File: src/rtl/arm_pkg.sv
// Shared opcode and flag-index definitions for the course ARM-subset datapath.
package arm_pkg;

  localparam logic [4:0] OP_AND   = 5'd0;
  localparam logic [4:0] OP_EOR   = 5'd1;
  localparam logic [4:0] OP_SUB   = 5'd2;
  localparam logic [4:0] OP_RSB   = 5'd3;
  localparam logic [4:0] OP_ADD   = 5'd4;
  localparam logic [4:0] OP_ADC   = 5'd5;
  localparam logic [4:0] OP_SBC   = 5'd6;
  localparam logic [4:0] OP_RSC   = 5'd7;
  localparam logic [4:0] OP_TST   = 5'd8;
  localparam logic [4:0] OP_TEQ   = 5'd9;
  localparam logic [4:0] OP_CMP   = 5'd10;
  localparam logic [4:0] OP_CMN   = 5'd11;
  localparam logic [4:0] OP_ORR   = 5'd12;
  localparam logic [4:0] OP_MOV   = 5'd13;
  localparam logic [4:0] OP_BIC   = 5'd14;
  localparam logic [4:0] OP_MVN   = 5'd15;
  localparam logic [4:0] OP_PASSA = 5'd16;
  localparam logic [4:0] OP_PASSB = 5'd17;
  localparam logic [4:0] OP_INC4  = 5'd18;
  localparam logic [4:0] OP_ADD4  = 5'd19;

  localparam int FLAG_N = 3;
  localparam int FLAG_Z = 2;
  localparam int FLAG_C = 1;
  localparam int FLAG_V = 0;

  function automatic logic is_test_op(input logic [4:0] op);
    return (op >= OP_TST) && (op <= OP_CMN);
  endfunction

endpackage

File: src/rtl/arm_alu_core.sv
// Combinational ALU: result and NZCV flags for the 16 data-processing ops and helpers.
module arm_alu_core
  import arm_pkg::*;
#(
  parameter int WIDTH = 32
) (
  input  logic [WIDTH-1:0] a,
  input  logic [WIDTH-1:0] b,
  input  logic [4:0]       op,
  input  logic             cin,
  input  logic [3:0]       flags,
  output logic [WIDTH-1:0] r,
  output logic [3:0]       f,
  output logic             is_test,
  output logic             is_valid
);

  logic [WIDTH-1:0] add_x;
  logic [WIDTH-1:0] add_y;
  logic             add_cin;
  logic             arith;
  logic [WIDTH:0]   sum;

  // All add/subtract ops share one adder; subtraction feeds the inverted operand.
  always_comb begin
    add_x   = a;
    add_y   = b;
    add_cin = 1'b0;
    arith   = 1'b0;
    r       = '0;
    case (op)
      OP_AND, OP_TST: r = a & b;
      OP_EOR, OP_TEQ: r = a ^ b;
      OP_SUB, OP_CMP: begin add_y = ~b; add_cin = 1'b1; arith = 1'b1; end
      OP_RSB:         begin add_x = b; add_y = ~a; add_cin = 1'b1; arith = 1'b1; end
      OP_ADD, OP_CMN: arith = 1'b1;
      OP_ADC:         begin add_cin = cin; arith = 1'b1; end
      OP_SBC:         begin add_y = ~b; add_cin = cin; arith = 1'b1; end
      OP_RSC:         begin add_x = b; add_y = ~a; add_cin = cin; arith = 1'b1; end
      OP_ORR:         r = a | b;
      OP_MOV:         r = b;
      OP_BIC:         r = a & ~b;
      OP_MVN:         r = ~b;
      OP_PASSA:       r = a;
      OP_PASSB:       r = b;
      OP_INC4:        r = a + WIDTH'(4);
      OP_ADD4:        r = a + b + WIDTH'(4);
      default:        r = '0;
    endcase

    sum = {1'b0, add_x} + {1'b0, add_y} + {{WIDTH{1'b0}}, add_cin};
    if (arith) r = sum[WIDTH-1:0];
  end

  // Logical ops keep the incoming C and V; arithmetic ops take them from the adder.
  always_comb begin
    f         = flags;
    f[FLAG_N] = r[WIDTH-1];
    f[FLAG_Z] = (r == '0);
    if (arith) begin
      f[FLAG_C] = sum[WIDTH];
      f[FLAG_V] = (add_x[WIDTH-1] == add_y[WIDTH-1]) && (r[WIDTH-1] != add_x[WIDTH-1]);
    end
  end

  assign is_test  = is_test_op(op);
  assign is_valid = (op <= OP_ADD4);

endmodule

File: src/rtl/arm_alu.sv
// Registered ALU: captures result and flags one edge after the operands are presented.
module arm_alu
  import arm_pkg::*;
#(
  parameter int WIDTH = 32
) (
  input  logic             Clk,
  input  logic             Reset_n,
  input  logic [WIDTH-1:0] A,
  input  logic [WIDTH-1:0] B,
  input  logic [4:0]       OP,
  input  logic [3:0]       FLAGS,
  input  logic             S,
  input  logic             ALU_OUT,
  output logic [WIDTH-1:0] Out,
  output logic [3:0]       FLAGS_OUT
);

  logic [WIDTH-1:0] r;
  logic [3:0]       f;
  logic             is_test;
  logic             is_valid;
  logic             out_load;
  logic             flag_load;

  arm_alu_core #(.WIDTH(WIDTH)) u_core (
    .a        (A),
    .b        (B),
    .op       (OP),
    .cin      (FLAGS[FLAG_C]),
    .flags    (FLAGS),
    .r        (r),
    .f        (f),
    .is_test  (is_test),
    .is_valid (is_valid)
  );

  // Test ops never write the result but always write flags; INC4/ADD4 never touch flags.
  assign out_load  = ALU_OUT && is_valid && !is_test;
  assign flag_load = is_test ||
                     (S && is_valid && (OP != OP_INC4) && (OP != OP_ADD4));

  always_ff @(posedge Clk or negedge Reset_n) begin
    if (!Reset_n) begin
      Out       <= '0;
      FLAGS_OUT <= '0;
    end else begin
      if (out_load)  Out       <= r;
      if (flag_load) FLAGS_OUT <= f;
    end
  end

endmodule

File: config.mk
export PLATFORM = sky130hd
export DESIGN_NAME = arm_alu
export DESIGN_NICKNAME = d
export VERILOG_FILES = /design/src/rtl/arm_pkg.sv /design/src/rtl/arm_alu_core.sv /design/src/rtl/arm_alu.sv
export SDC_FILE = /design/constraint.sdc
export NUM_CORES = 1
export LEC_CHECK = 0
export ABC_AREA = 1
export CAP_MARGIN = 20
export CORE_MARGIN = 1.5
export CORE_UTILIZATION = 48
export CTS_CLUSTER_DIAMETER = 120
export DETAILED_ROUTE_END_ITERATION = 10
export PLACE_DENSITY = 0.73
export SYNTH_ARGS = -nofsm -noshare
export SYNTH_HDL_FRONTEND = slang
export SYNTH_SLANG_ARGS = --single-unit
File: constraint.sdc
create_clock -name Clk -period 0.9 [get_ports Clk]
set_input_delay 0.18 -clock Clk [delete_from_list [all_inputs] [get_ports Clk]]
set_output_delay 0.18 -clock Clk [all_outputs]
set_load 0.03 [all_outputs]
==> results.md, run 1 <==
* Worst EP kind: register data pin
* Count of cell types in the netlist at 38
* Num rows at 55
* Register bit total from synthesis at 36
* Post-DP HPWL at 45.64 mm
* Die Span Y at 155.1 um
* IO buf count at 110
* EDFF count, synth at 0
* GPL Wtd Cong at 1.083
* Error: [ERROR GRT-0232] Routing congestion too high. Check the congestion heatmap in the GUI.
* CTS sink count at 36
* Syn Nets at 2,373
* Most area-consuming cells after synthesis: nand2_1 (27%), ha_1 (14%), inv_1 (11%)
* Top cell type's share of synthesized area at 0.2726
* Post-placement cell count at 2,973
* Primary FF master, synth: dfrtp_1
* Worst_ep grt: FLAGS_OUT[2]$_DFFE_PN0P_/D
* Sequential share of the synthesized area at 0.08117
* Stage where the flow stopped: 5_1_grt
* Largest net degree at the start of global routing at 44
* GRT Util Overall at 0.8849
* # IOs at 113
* Syn. warnings at 0
* Max H-tree Level at 2
* Post-synth design cell area at 11,100 sq um
* Longest Clk Path Bufs at 2
* Die X at 155.1 um
* Syn Area/Cell at 5.117 sq um
* Remaining global-route overflow at 271
* Num CTS Buffers at 5
* Outcome: aborted with a tool error
* CTS root buf: clkbuf_16
* Starting density of the core at 0.4902
* Leading area contributor after synthesis: nand2_1
* Cells after Synth at 2,169
* Post-synth ARST share at 1.000
Yosys cell counts, types with 2 or more instances:
cell type	n
nand2_1	806
inv_1	339
nor2_1	230
nand3_1	178
o21ai_0	162
ha_1	124
a21oi_1	84
dfrtp_1	36
a22oi_1	31
nand4_1	30
clkbuf_1	25
buf_2	16
nor3_1	16
nand3b_1	15
and2_1	8
or2_2	8
xor2_1	7
inv_2	6
o22ai_1	6
buf_4	5
nor2_2	5
nand2_2	4
nor3b_1	4
fa_1	3
nand3_2	3
o21bai_1	3
a31oi_1	2
buf_6	2
o21ai_1	2
kinds of logic after synthesis:
logic type | share of synthesized area
buffers and inverters | 0.1386
flip-flops | 0.08117
adder cells (fa/ha/maj) | 0.1452
AND/OR/NAND/NOR | 0.4865
XOR/XNOR | 0.006314
AO/OA/AOI/OAI | 0.1423
metrics by stage:
stage | area [sq um] | setup WS (ns) | TNS, ns | hold WS (ns) | utilization
after floorplan | 11670 | -1.668 | -48.49 | -0.1156 | -
after global placement | 16340 | -3.032 | -87.24 | 0.1508 | 0.7219
after detailed placement | 16340 | -3.067 | -89.45 | 0.1589 | 0.7219
after CTS | 19720 | -1.962 | -62.21 | 0.3887 | 0.8709
repair_timing:
item,in CTS
resized for setup,699
endpoints found under the hold margin,36
setup endpoints to repair,72
hold buffers,1
buffers inserted,62
cloned,7
pin swaps,220
per-layer routing:
metal | global-route usage | GRT overflow
met1 | 0.8645 | 21
met2 | 0.9964 | 135
met3 | 0.7981 | 22
met4 | 0.9011 | 89
met5 | 0.6253 | 4
==> run 2: changes to the inputs <==
--- a/config.mk
+++ b/config.mk
@@ -8,10 +8,9 @@
 export ABC_AREA = 1
 export CAP_MARGIN = 20
 export CORE_MARGIN = 1.5
-export CORE_UTILIZATION = 48
-export CTS_CLUSTER_DIAMETER = 120
+export CORE_UTILIZATION = 33
 export DETAILED_ROUTE_END_ITERATION = 10
-export PLACE_DENSITY = 0.73
+export PLACE_DENSITY_LB_ADDON = 0.15
 export SYNTH_ARGS = -nofsm -noshare
 export SYNTH_HDL_FRONTEND = slang
 export SYNTH_SLANG_ARGS = --single-unit
==> run 2 against run 1 <==
Against the previous run: the flow now finishes, with violations (setup timing); synthesized cell count is the same; synthesized area is the same.
==> results.md, run 2 <==
* Leading area contributor after synthesis: nand2_1
* Die X at 186.4 um (+20%)
* Remaining global-route overflow at 0
* Worst reg2reg setup slack at 0 ns
* CTS root buf: clkbuf_16
* GRT Util Overall at 0.3349
* # IOs at 113 (unchanged)
* Syn Nets at 2,373 (unchanged)
* Violated checks: setup timing
* Top cell type's share of synthesized area at 0.2726 (unchanged)
* Drt initial violations at 1,549
* Most area-consuming cells after synthesis: nand2_1 (27%), ha_1 (14%), inv_1 (11%)
* Post-layout net count at 3,004
* Syn Area/Cell at 5.117 sq um (unchanged)
* Outcome: finished, violations left
* DR vias/cell at 5.150
* Crit. End Element: flip-flop
* Core Util, Final at 0.6196
* Sequential share of the synthesized area at 0.08117 (unchanged)
* CP bufs+invs at 9
* Slowest stage delay, CP at 0.24 ns
* Longest Clk Path Bufs at 2 (unchanged)
* Post-DR wirelength/cell at 18.46 um
* Clk_lat worst skew at 0.28 ns
* Most flops, register: Out
* Register bit total from synthesis at 36 (unchanged)
* Drt pass-1 iters at 6
* Worst-path fanout max at 7
* ANT cells at 0
* Critical Path Source Type: primary input
* Largest net degree at the start of global routing at 31
* Post-synth design cell area at 11,100 sq um (unchanged)
* Fin worst setup slack at -2.005 ns
* Static Leakage at 10.72 nW
* Worst min-delay path category: primary input to asynchronous set/reset pin
* FMAX at 344.3 MHz
* Cells after Synth at 2,169 (unchanged)
* GPL Wtd Cong at 1.086 (+0.30%)
* Die area at 34,740 sq um
* Via count at 16,700
* First-pass GRT wire length at 91.03 mm
* Slowest CP cell: ha_4
* Die Span Y at 186.4 um (+20%)
* Starting density of the core at 0.3385 (-0.1517)
* Post-synth ARST share at 1.000 (unchanged)
* Count of cell types in the netlist at 38 (unchanged)
* Commonest non-fill, non-tap cell in the layout: nand2_1
* Pins over their slew limit at 0
* Min Tclk post-route at 2.905 ns
* CP delay by family, top: simple AND/OR/NAND/NOR gates
* IO buf count at 110 (unchanged)
* Req. time, crit path at 1.12 ns
* Dpl ws at -3.012 ns (+0.05521 ns)
* Peak supply drop at 0.7870 mV
* Least-Margin Pin Slew at 0.5012 ns
* Post-DP HPWL at 48.52 mm (+6.3%)
* Share of cells above drive strength 1 at 0.3988
* Commonest cells post-synth: nand2_1 (806), inv_1 (339), nor2_1 (230), nand3_1 (178), o21ai_0 (162)
* Skew final at 0 ns
* CTS tree: done
* Largest regs: Out x32, FLAGS_OUT x4
* Residual DRC at 0
* Placeable Area at 32,780 sq um
* Power Density at 963.7 nW/um^2
* CTS sink count at 36 (unchanged)
* Final hold vios at 0
* EDFF count, synth at 0 (unchanged)
* Syn. warnings at 0 (unchanged)
* Final worst path period share at 3.227
* Primary FF master, synth: dfrtp_1
* Crit path kind: primary input to flip-flop
* Slew headroom at 0.6655
* Most frequent cells in the layout: nand2_1 (665), buf_4 (473), inv_1 (299)
* Crit path DAT at 3.13 ns
* Vias in the first global route at 16,230
* Max H-tree Level at 2 (unchanged)
* Final count of negative-setup-slack endpoints at 72
* Unrepaired setup endpoints after global routing: yes
* Clk slew on worst S/H paths at 0.06 ns
* Max FFs per register at 32
* Routed Antenna Nets at 0
* Initial antenna violation count at 0
* Num CTS Buffers at 5 (unchanged)
* Detailed Route WL at 59.86 mm
* Most common cell in the synthesized netlist: nand2_1
* Num rows at 66 (+20%)
* Total of max-cap violations at 0
* Area added between synthesis and finish at 83.02%
run 2: stage by stage:
| stage | area, sq um | TNS (ns) | cells | power (mW) | hold slack (ns) |
|---|---|---|---|---|---|
| 5_1_grt | 20310 | -66.73 | 3243 | 20.81 | 0.3355 |
| 4_1_cts | 19450 | -62.02 | 3217 | 18.26 | 0.2971 |
| 3_5_place_dp | 16740 | -89.05 | 3146 | 13.98 | 0.06402 |
| 3_3_place_gp | 16740 | -87.73 | 3146 | 13.87 | 0.06107 |
| 6_report | 20310 | -62.63 | 3243 | 19.57 | 0.3043 |
| 2_1_floorplan | 11670 | -48.49 | 2169 | 8.202 | -0.1156 |
run 2: worst register-to-register path: stages, from the launching register on:
cell and delay [ns]:
dfrtp_1 0.41, buf_4 0.14, buf_4 0.12, nand2_1 0.07
o21ai_2 0.05
run 2: repair_timing:
action,4_1_cts,5_1_grt
setup buffers,76,28
hold endpoints to repair,9,0
pin swaps,170,59
endpoints found under the setup margin,72,72
cloned,1,0
hold buffers,1,0
gates resized for setup,576,173
run 2: cell type report:
cell class	instances	area, sq um
clock buffer	5	125.1
clock inverter	3	18.77
fill	3089	12470
inverter	345	1320
multi-input combinational	1738	11430
sequential	36	900.9
tap	442	553.0
timing repair buffer	674	5959
run 2: worst paths after layout:
kind                       startpoint      endpoint  depth (start not counted)
min in group Clk              Out[18]       Out[18]                          2
hold / removal                Reset_n       Out[14]                          2
max in group asynchronous     Reset_n        Out[4]                          3
hold reg to reg               Out[18]       Out[18]                          2
setup reg to reg               Out[2]        Out[2]                          4
setup / recovery                OP[0]  FLAGS_OUT[2]                         26
run 2: where the power goes:
part	switching, mW	total (mW)	leakage (nW)	internal (mW)
combinational	8.49	15.6	10.2	7.14
clock	0.700	1.72	0.0736	1.02
sequential	0.278	2.22	0.464	1.94
total	9.47	19.6	10.7	10.1
run 2: kinds of logic (layout without fill, tap and decap cells):
| family | Yosys count | count (layout) | synth area share |
|---|---|---|---|
| compound gates | 294 | 294 | 0.1423 |
| fa+ha+maj | 127 | 127 | 0.1452 |
| simple gates | 1309 | 1309 | 0.4865 |
| xor+xnor | 8 | 8 | 0.006314 |
| flops | 36 | 36 | 0.08117 |
| buf+inv | 395 | 1027 | 0.1386 |
run 2: per-layer routing:
layer,GRT usage,up-vias,routed length (um)
met5,0,-,0
met4,0.1141,0,2460
met3,0.04156,116,5170
met2,0.5432,679,26620
met1,0.4564,7752,25620
li1,-,8154,-
No activity file was read; power rests on OpenSTA's default activity.
==> run 3: changes to the inputs <==
--- a/config.mk
+++ b/config.mk
@@ -10,7 +10,9 @@
 export CORE_MARGIN = 1.5
 export CORE_UTILIZATION = 33
 export DETAILED_ROUTE_END_ITERATION = 10
+export MAX_ROUTING_LAYER = met4
 export PLACE_DENSITY_LB_ADDON = 0.15
+export SKIP_CTS_REPAIR_TIMING = 1
 export SYNTH_ARGS = -nofsm -noshare
 export SYNTH_HDL_FRONTEND = slang
 export SYNTH_SLANG_ARGS = --single-unit
==> run 3 against run 2 <==
Against the previous run: the run still ends with setup timing left; first-iteration DRC count is 10% higher; wire length is 1.5% higher; global-route usage decreased by 0.48 points; final area grew 2.5%; clock skew is the same; critical path depth shrank 5; clock power is 2% higher; setup slack worse by 0.057 ns; critical path type unchanged; largest cell class unchanged; highest routed layer unchanged.
==> results.md, run 3 (same netlist as run 2, synthesis figures left out) <==
* Skew final at 0 ns (unchanged)
* Slowest CP cell: clkdlybuf4s50_1
* CTS root buf: clkbuf_16
* Clk pwr share at 0.088 (about the same)
* Worst-path fanout max at 4 (-3)
* Worst Hold Margin at 0.3805 ns (+0.07620 ns)
* Slew headroom at 0.5256 (-0.1399)
* GRT Util Overall at 0.3300 (-0.004833)
* Num CTS Buffers at 5 (unchanged)
* # IOs at 113 (unchanged)
* GRT busiest layer: met2
* IO buf count at 110 (unchanged)
* Crit path DAT at 3.19 ns (+0.06 ns)
* Slowest stage delay, CP at 0.52 ns (+0.28 ns)
* Met2 usage at 0.5047 (-0.03846)
* Req. time, crit path at 1.13 ns (about the same)
* Max H-tree Level at 2 (unchanged)
* Pins over their slew limit at 0 (unchanged)
* ANT cells at 0 (unchanged)
* DR vias/cell at 5.171 (+0.42%)
* Post-DP HPWL at 49.17 mm (+1.4%)
* Placeable Area at 32,780 sq um (unchanged)
* Net Switching at 9.773 mW (+3.2%)
* Worst-path cell chain: clkdlybuf4s50_1, inv_1, buf_4, a22oi_2, o21ai_4, ha_4, nand2_4, nor2_4, buf_4, nand2_1, nor2_4, nand2_4, nand3_2, nand2_2, nand3_4, nand3b_1, nor2_2, nand2_1, nor2_2, nand4_1, nand2_1
* Violated checks: setup timing
* Fin worst setup slack at -2.062 ns (-0.05734 ns)
* Worst min-delay path category: primary input to asynchronous set/reset pin
* Fin cells at 3,228 (-0.46%)
* Worst R2R End: Out[8]
* Die X at 186.4 um (unchanged)
* Detailed Route WL at 60.73 mm (+1.5%)
* Residual DRC at 0 (unchanged)
* Routed Antenna Nets at 0 (unchanged)
* GPL Wtd Cong at 1.067 (-1.7%)
* Via count at 16,690 (-0.048%)
* Sequential group share of total power at 0.111 (-0.003)
* Commonest non-fill, non-tap cell in the layout: nand2_1
* Least-Margin Pin Slew at 0.7090 ns (+0.2077 ns)
* CP Launch Point: B[9]
* Unrepaired setup endpoints after global routing: yes
* Drt pass-1 iters at 5 (-1)
* Vias in the first global route at 15,160 (-6.6%)
* Cell Int Power at 10.25 mW (+1.4%)
* Final hold vios at 0 (unchanged)
* Logic pwr share at 0.801 (+0.002)
* Critical Path Source Type: primary input
* CP delay by family, top: simple AND/OR/NAND/NOR gates
* R2R cell count at 3 (-1)
* Die Span Y at 186.4 um (unchanged)
* Starting density of the core at 0.3385 (unchanged)
* Crit path kind: primary input to flip-flop
* Drt initial violations at 1,706 (+10%)
* Critical Path Stages at 21 (-19%)
* Final worst path period share at 3.291 (+0.06371)
* Largest regs: Out x32, FLAGS_OUT x4
* Outcome: finished, violations left
* R2r startpoint: Out[8]
* Power Density at 961.7 nW/um^2 (-0.21%)
* M1 GR Usage at 0.4407 (-0.01569)
* Global Route met3 Usage at 0.05398 (+0.01241)
* Most frequent cells in the layout: nand2_1 (617), buf_4 (446), inv_1 (285)
* Worst reg2reg setup slack at 0.09 ns (+0.09 ns)
* Area added between synthesis and finish at 87.59%
* Post-placement cell count at 3,154 (+0.25%)
* Max FFs per register at 32 (unchanged)
* Remaining global-route overflow at 0 (unchanged)
* First-pass GRT wire length at 86.03 mm (-5.5%)
* CP bufs+invs at 4 (-5)
* Setup TNS at -65.08 ns (-2.449 ns)
* Largest net degree at the start of global routing at 37 (+19%)
* FMAX at 337.6 MHz (-1.9%)
* Die area at 34,740 sq um (unchanged)
* Initial antenna violation count at 0 (unchanged)
* Longest Clk Path Bufs at 2 (unchanged)
* Post-DR wirelength/cell at 18.81 um (+1.9%)
* Crit. End Element: flip-flop
* Clk_lat worst skew at 0.29 ns (about the same)
* Static Leakage at 11.09 nW (+3.5%)
* Total of max-cap violations at 0 (unchanged)
* Post-layout net count at 2,989 (-0.50%)
* Peak supply drop at 0.6568 mV (-17%)
* Num rows at 66 (unchanged)
* Sw Ratio at 0.4881 (+0.004436)
* Clk slew on worst S/H paths at 0.07 ns (about the same)
* Most flops, register: Out
* CTS tree: done
* CTS sink count at 36 (unchanged)
* Most frequent cell on the critical path: nand2_1
* Share of cells above drive strength 1 at 0.4307 (+0.03194)
* Min Tclk post-route at 2.962 ns (+0.05734 ns)
* Final count of negative-setup-slack endpoints at 72 (unchanged)
-- run 3: cell count changes in the layout (fill, tap and decap cells not counted), moves of 9 or more --
cell            previous run  this run
inv_1                    299       285
nand2_2                  101       131
dlygate4sd2_1             39         0
nand2_4                   43        61
ha_1                      65        53
inv_2                     41        53
buf_4                    473       446
dlymetal6s2s_1             9        43
buf_6                     96       109
nand2_1                  665       617
ha_4                      53        62
-- run 3: worst max-delay path by stage --
stage	to	slack, ns
3_5_place_dp	FLAGS_OUT[2]	-3.10
6_report	FLAGS_OUT[2]	-2.06
2_1_floorplan	FLAGS_OUT[2]	-1.67
5_1_grt	FLAGS_OUT[2]	-2.24
4_1_cts	FLAGS_OUT[2]	-2.82
3_3_place_gp	FLAGS_OUT[2]	-3.08
-- run 3: layer usage --
metal / vias to the layer above / wire length [um]
met4: 0 / 2483
met1: 7774 / 26320
met2: 664 / 27080
met5: - / 0
li1: 8128 / -
met3: 127 / 4848
-- run 3: area by class of cell --
type / instances / area, sq um
fill: 3014 / 11970
multi-input combinational: 1738 / 11900
timing repair buffer: 659 / 6000
inverter: 345 / 1320
sequential: 36 / 900.9
tap: 442 / 553.0
clock buffer: 5 / 125.1
clock inverter: 3 / 18.77
-- run 3: worst min-delay path: stages --
cell and delay, ns:
dlygate4sd3_1 0.52, buf_2 0.12, buf_12 0.22
-- run 3: through the flow --
step                instance area [sq um]  setup WS, ns    util  total power, mW
global placement                    16780        -3.077  0.5119            13.97
floorplan                           11670        -1.668       -            8.202
CTS                                 16930        -2.825  0.5163            15.89
global route                        20820        -2.238  0.6350            21.25
finish                              20820        -2.062  0.6350            20.02
detailed placement                  16780        -3.099  0.5119            14.08
-- run 3: power by group through the flow --
stage	registers (mW)	logic, mW	clock network (mW)
floorplan	2.79	5.41	0
global placement	2.19	11.8	0
detailed placement	2.19	11.9	0
CTS	2.18	11.9	1.78
global route	2.26	17.1	1.87
finish	2.23	16.0	1.76
==> run 4: changes to the inputs <==
--- a/config.mk
+++ b/config.mk
@@ -11,7 +11,7 @@
 export CORE_UTILIZATION = 33
 export DETAILED_ROUTE_END_ITERATION = 10
 export MAX_ROUTING_LAYER = met4
-export PLACE_DENSITY_LB_ADDON = 0.15
+export PLACE_DENSITY = 0.53
 export SKIP_CTS_REPAIR_TIMING = 1
 export SYNTH_ARGS = -nofsm -noshare
 export SYNTH_HDL_FRONTEND = slang
==> run 4 against run 3 <==
Against the previous run: the run still ends with setup timing left; non-clock buffer count is 19 lower; sequential power about the same; core utilization down 2.7 points; wire length is 0.36% lower; combinational power shrank 7%; global-route usage is 0.31 points higher; first-iteration DRC count fell by 17%; final area shrank 4.2%.
==> results.md, run 4 (same netlist as run 2, synthesis figures left out) <==
* Outcome: finished, violations left
* Violated checks: setup timing
* GPL Wtd Cong at 1.032 (-3.3%)
* Met2 usage at 0.5033 (-0.001435)
* Most flops, register: Out
* Final worst path period share at 3.205 (-0.08606)
* Residual DRC at 0 (unchanged)
* Min Tclk post-route at 2.884 ns (-0.07745 ns)
* ANT cells at 0 (unchanged)
* First-pass GRT wire length at 86.25 mm (+0.26%)
* Crit path kind: primary input to flip-flop
* Total power draw at 18.94 mW (-5.4%)
* Drt initial violations at 1,408 (-17%)
* Clk pwr share at 0.096 (+0.008)
* Logic pwr share at 0.786 (-0.015)
* Die X at 186.4 um (unchanged)
* CTS sink count at 36 (unchanged)
* Pins over their slew limit at 0 (unchanged)
* Worst-path fanout max at 4 (unchanged)
* Routed Antenna Nets at 0 (unchanged)
* Total of max-cap violations at 0 (unchanged)
* Remaining global-route overflow at 0 (unchanged)
* Clk_lat worst skew at 0.29 ns (about the same)
* Largest regs: Out x32, FLAGS_OUT x4
* Share of cells above drive strength 1 at 0.3907 (-0.04005)
* Unrepaired setup endpoints after global routing: yes
* Num rows at 66 (unchanged)
* GRT busiest layer: met2
* GRT Util Overall at 0.3331 (+0.003060)
* Final count of negative-setup-slack endpoints at 72 (unchanged)
* Fillers at 3,266 (+8.4%)
* Crit. End Element: flip-flop
* CTS tree: done
* Power Density at 949.8 nW/um^2 (-1.2%)
* Crit path DAT at 3.11 ns (-0.08 ns)
* Most frequent cell on the critical path: nand2_1
* # IOs at 113 (unchanged)
* Static Leakage at 10.66 nW (-3.9%)
* Slowest stage delay, CP at 0.37 ns (-0.15 ns)
* Critical Path Source Type: primary input
* Die Span Y at 186.4 um (unchanged)
* Post-DR wirelength/cell at 18.86 um (+0.23%)
* Largest net degree at the start of global routing at 37 (unchanged)
* Peak supply drop at 0.9595 mV (+46%)
* Least-Margin Pin Slew at 0.6509 ns (-0.05806 ns)
* Die area at 34,740 sq um (unchanged)
* Cell Int Power at 9.790 mW (-4.5%)
* Slew headroom at 0.5645 (+0.03885)
* CTS root buf: clkbuf_16
* Skew final at 0 ns (unchanged)
* Most frequent cells in the layout: nand2_1 (687), buf_4 (474), inv_1 (306)
* Drt pass-1 iters at 5 (unchanged)
* M1 GR Usage at 0.4574 (+0.01666)
* Placeable Area at 32,780 sq um (unchanged)
* Post-DP HPWL at 50.21 mm (+2.1%)
* Commonest non-fill, non-tap cell in the layout: nand2_1
* Post-layout net count at 2,970 (-0.64%)
* Vias in the first global route at 14,950 (-1.4%)
* Req. time, crit path at 1.13 ns (about the same)
* Starting density of the core at 0.3385 (unchanged)
* Core Util, Final at 0.6084 (-0.02668)
* Max FFs per register at 32 (unchanged)
* Sequential group share of total power at 0.117 (+0.006)
* Sw Ratio at 0.4832 (-0.004984)
* Slowest CP cell: fa_2
* Area added between synthesis and finish at 79.71%
* FMAX at 346.7 MHz (+2.7%)
* Clk slew on worst S/H paths at 0.06 ns (about the same)
* Worst min-delay path category: primary input to asynchronous set/reset pin
* Via count at 16,370 (-1.9%)
* Fin worst setup slack at -1.984 ns (+0.07745 ns)
* IO buf count at 110 (unchanged)
* Detailed Route WL at 60.51 mm (-0.36%)
* Num CTS Buffers at 5 (unchanged)
* Max H-tree Level at 2 (unchanged)
* Worst-path cell chain: buf_6, buf_6, buf_6, nor2_4, nand2_2, nand2_4, a31oi_4, buf_4, fa_2, inv_2, fa_2, nand3_2, nand3_4, nand2_2, nand2_2, nand2_1, nor3b_2, nor2_2, nand2_1, nor2_1, nand2_1, nor2_2, nand4_1, nand2_1
* Final hold vios at 0 (unchanged)
* Global Route met3 Usage at 0.03667 (-0.01730)
* Net Switching at 9.152 mW (-6.4%)
* Initial antenna violation count at 0 (unchanged)
* DR vias/cell at 5.103 (-1.3%)
* Longest Clk Path Bufs at 2 (unchanged)
-- run 4: path summary, 6_finish.rpt --
check	start	to	slack, ns	depth (start not counted)
max in group asynchronous	Reset_n	Out[26]	0.32	3
worst max-delay path	OP[4]	FLAGS_OUT[2]	-1.98	24
worst min-delay path	Reset_n	Out[15]	0.39	3
worst max register to register	Out[17]	Out[17]	0.12	3
min in group Clk	Out[25]	Out[25]	0.50	2
worst min register to register	Out[25]	Out[25]	0.50	2
-- run 4: through the flow --
stage | TNS (ns) | area [sq um] | instances | hold slack, ns | setup WS (ns)
after global placement | -87.10 | 16860 | 3157 | 0.1576 | -2.971
after CTS | -83.37 | 17010 | 3165 | -0.1476 | -2.712
after global routing | -68.03 | 19940 | 3209 | 0.4106 | -2.100
final | -63.02 | 19940 | 3209 | 0.3866 | -1.984
after floorplan | -48.49 | 11670 | 2169 | -0.1156 | -1.668
after detailed placement | -89.04 | 16860 | 3157 | 0.1592 | -3.000
-- run 4: power by group through the flow --
stage	Clock, mW	Combinational, mW	Sequential (mW)
after CTS	1.85	12.1	2.17
after floorplan	0	5.41	2.79
after detailed placement	0	12.0	2.19
after global routing	1.93	16.0	2.26
final	1.82	14.9	2.22
after global placement	0	12.0	2.19
-- run 4: area by class of cell --
cell class | instances | area [sq um] | share of cell area
Clock inverter | 1 | 7.507 | 0.0003764
Timing Repair Buffer | 640 | 5744 | 0.2880
Clock buffer | 7 | 142.6 | 0.007152
Inverter | 345 | 1310 | 0.06568
Sequential cell | 36 | 900.9 | 0.04517
Multi-Input combinational cell | 1738 | 11290 | 0.5659
Tap cell | 442 | 553.0 | 0.02773
-- run 4: metal layers --
layer,share of wire,routed length (um),vias up
met4,0.040,2435,0
met5,0,0,-
met3,0.066,4004,116
met2,0.44,26800,580
met1,0.45,27280,7605
li1,-,-,8073
-- run 4: critical path, delay by kind of cell --
family          cells  cell delay, ns
fa+ha+maj           2            0.63
compound gates      1            0.04
buf+inv             5            0.57
simple gates       16            1.67
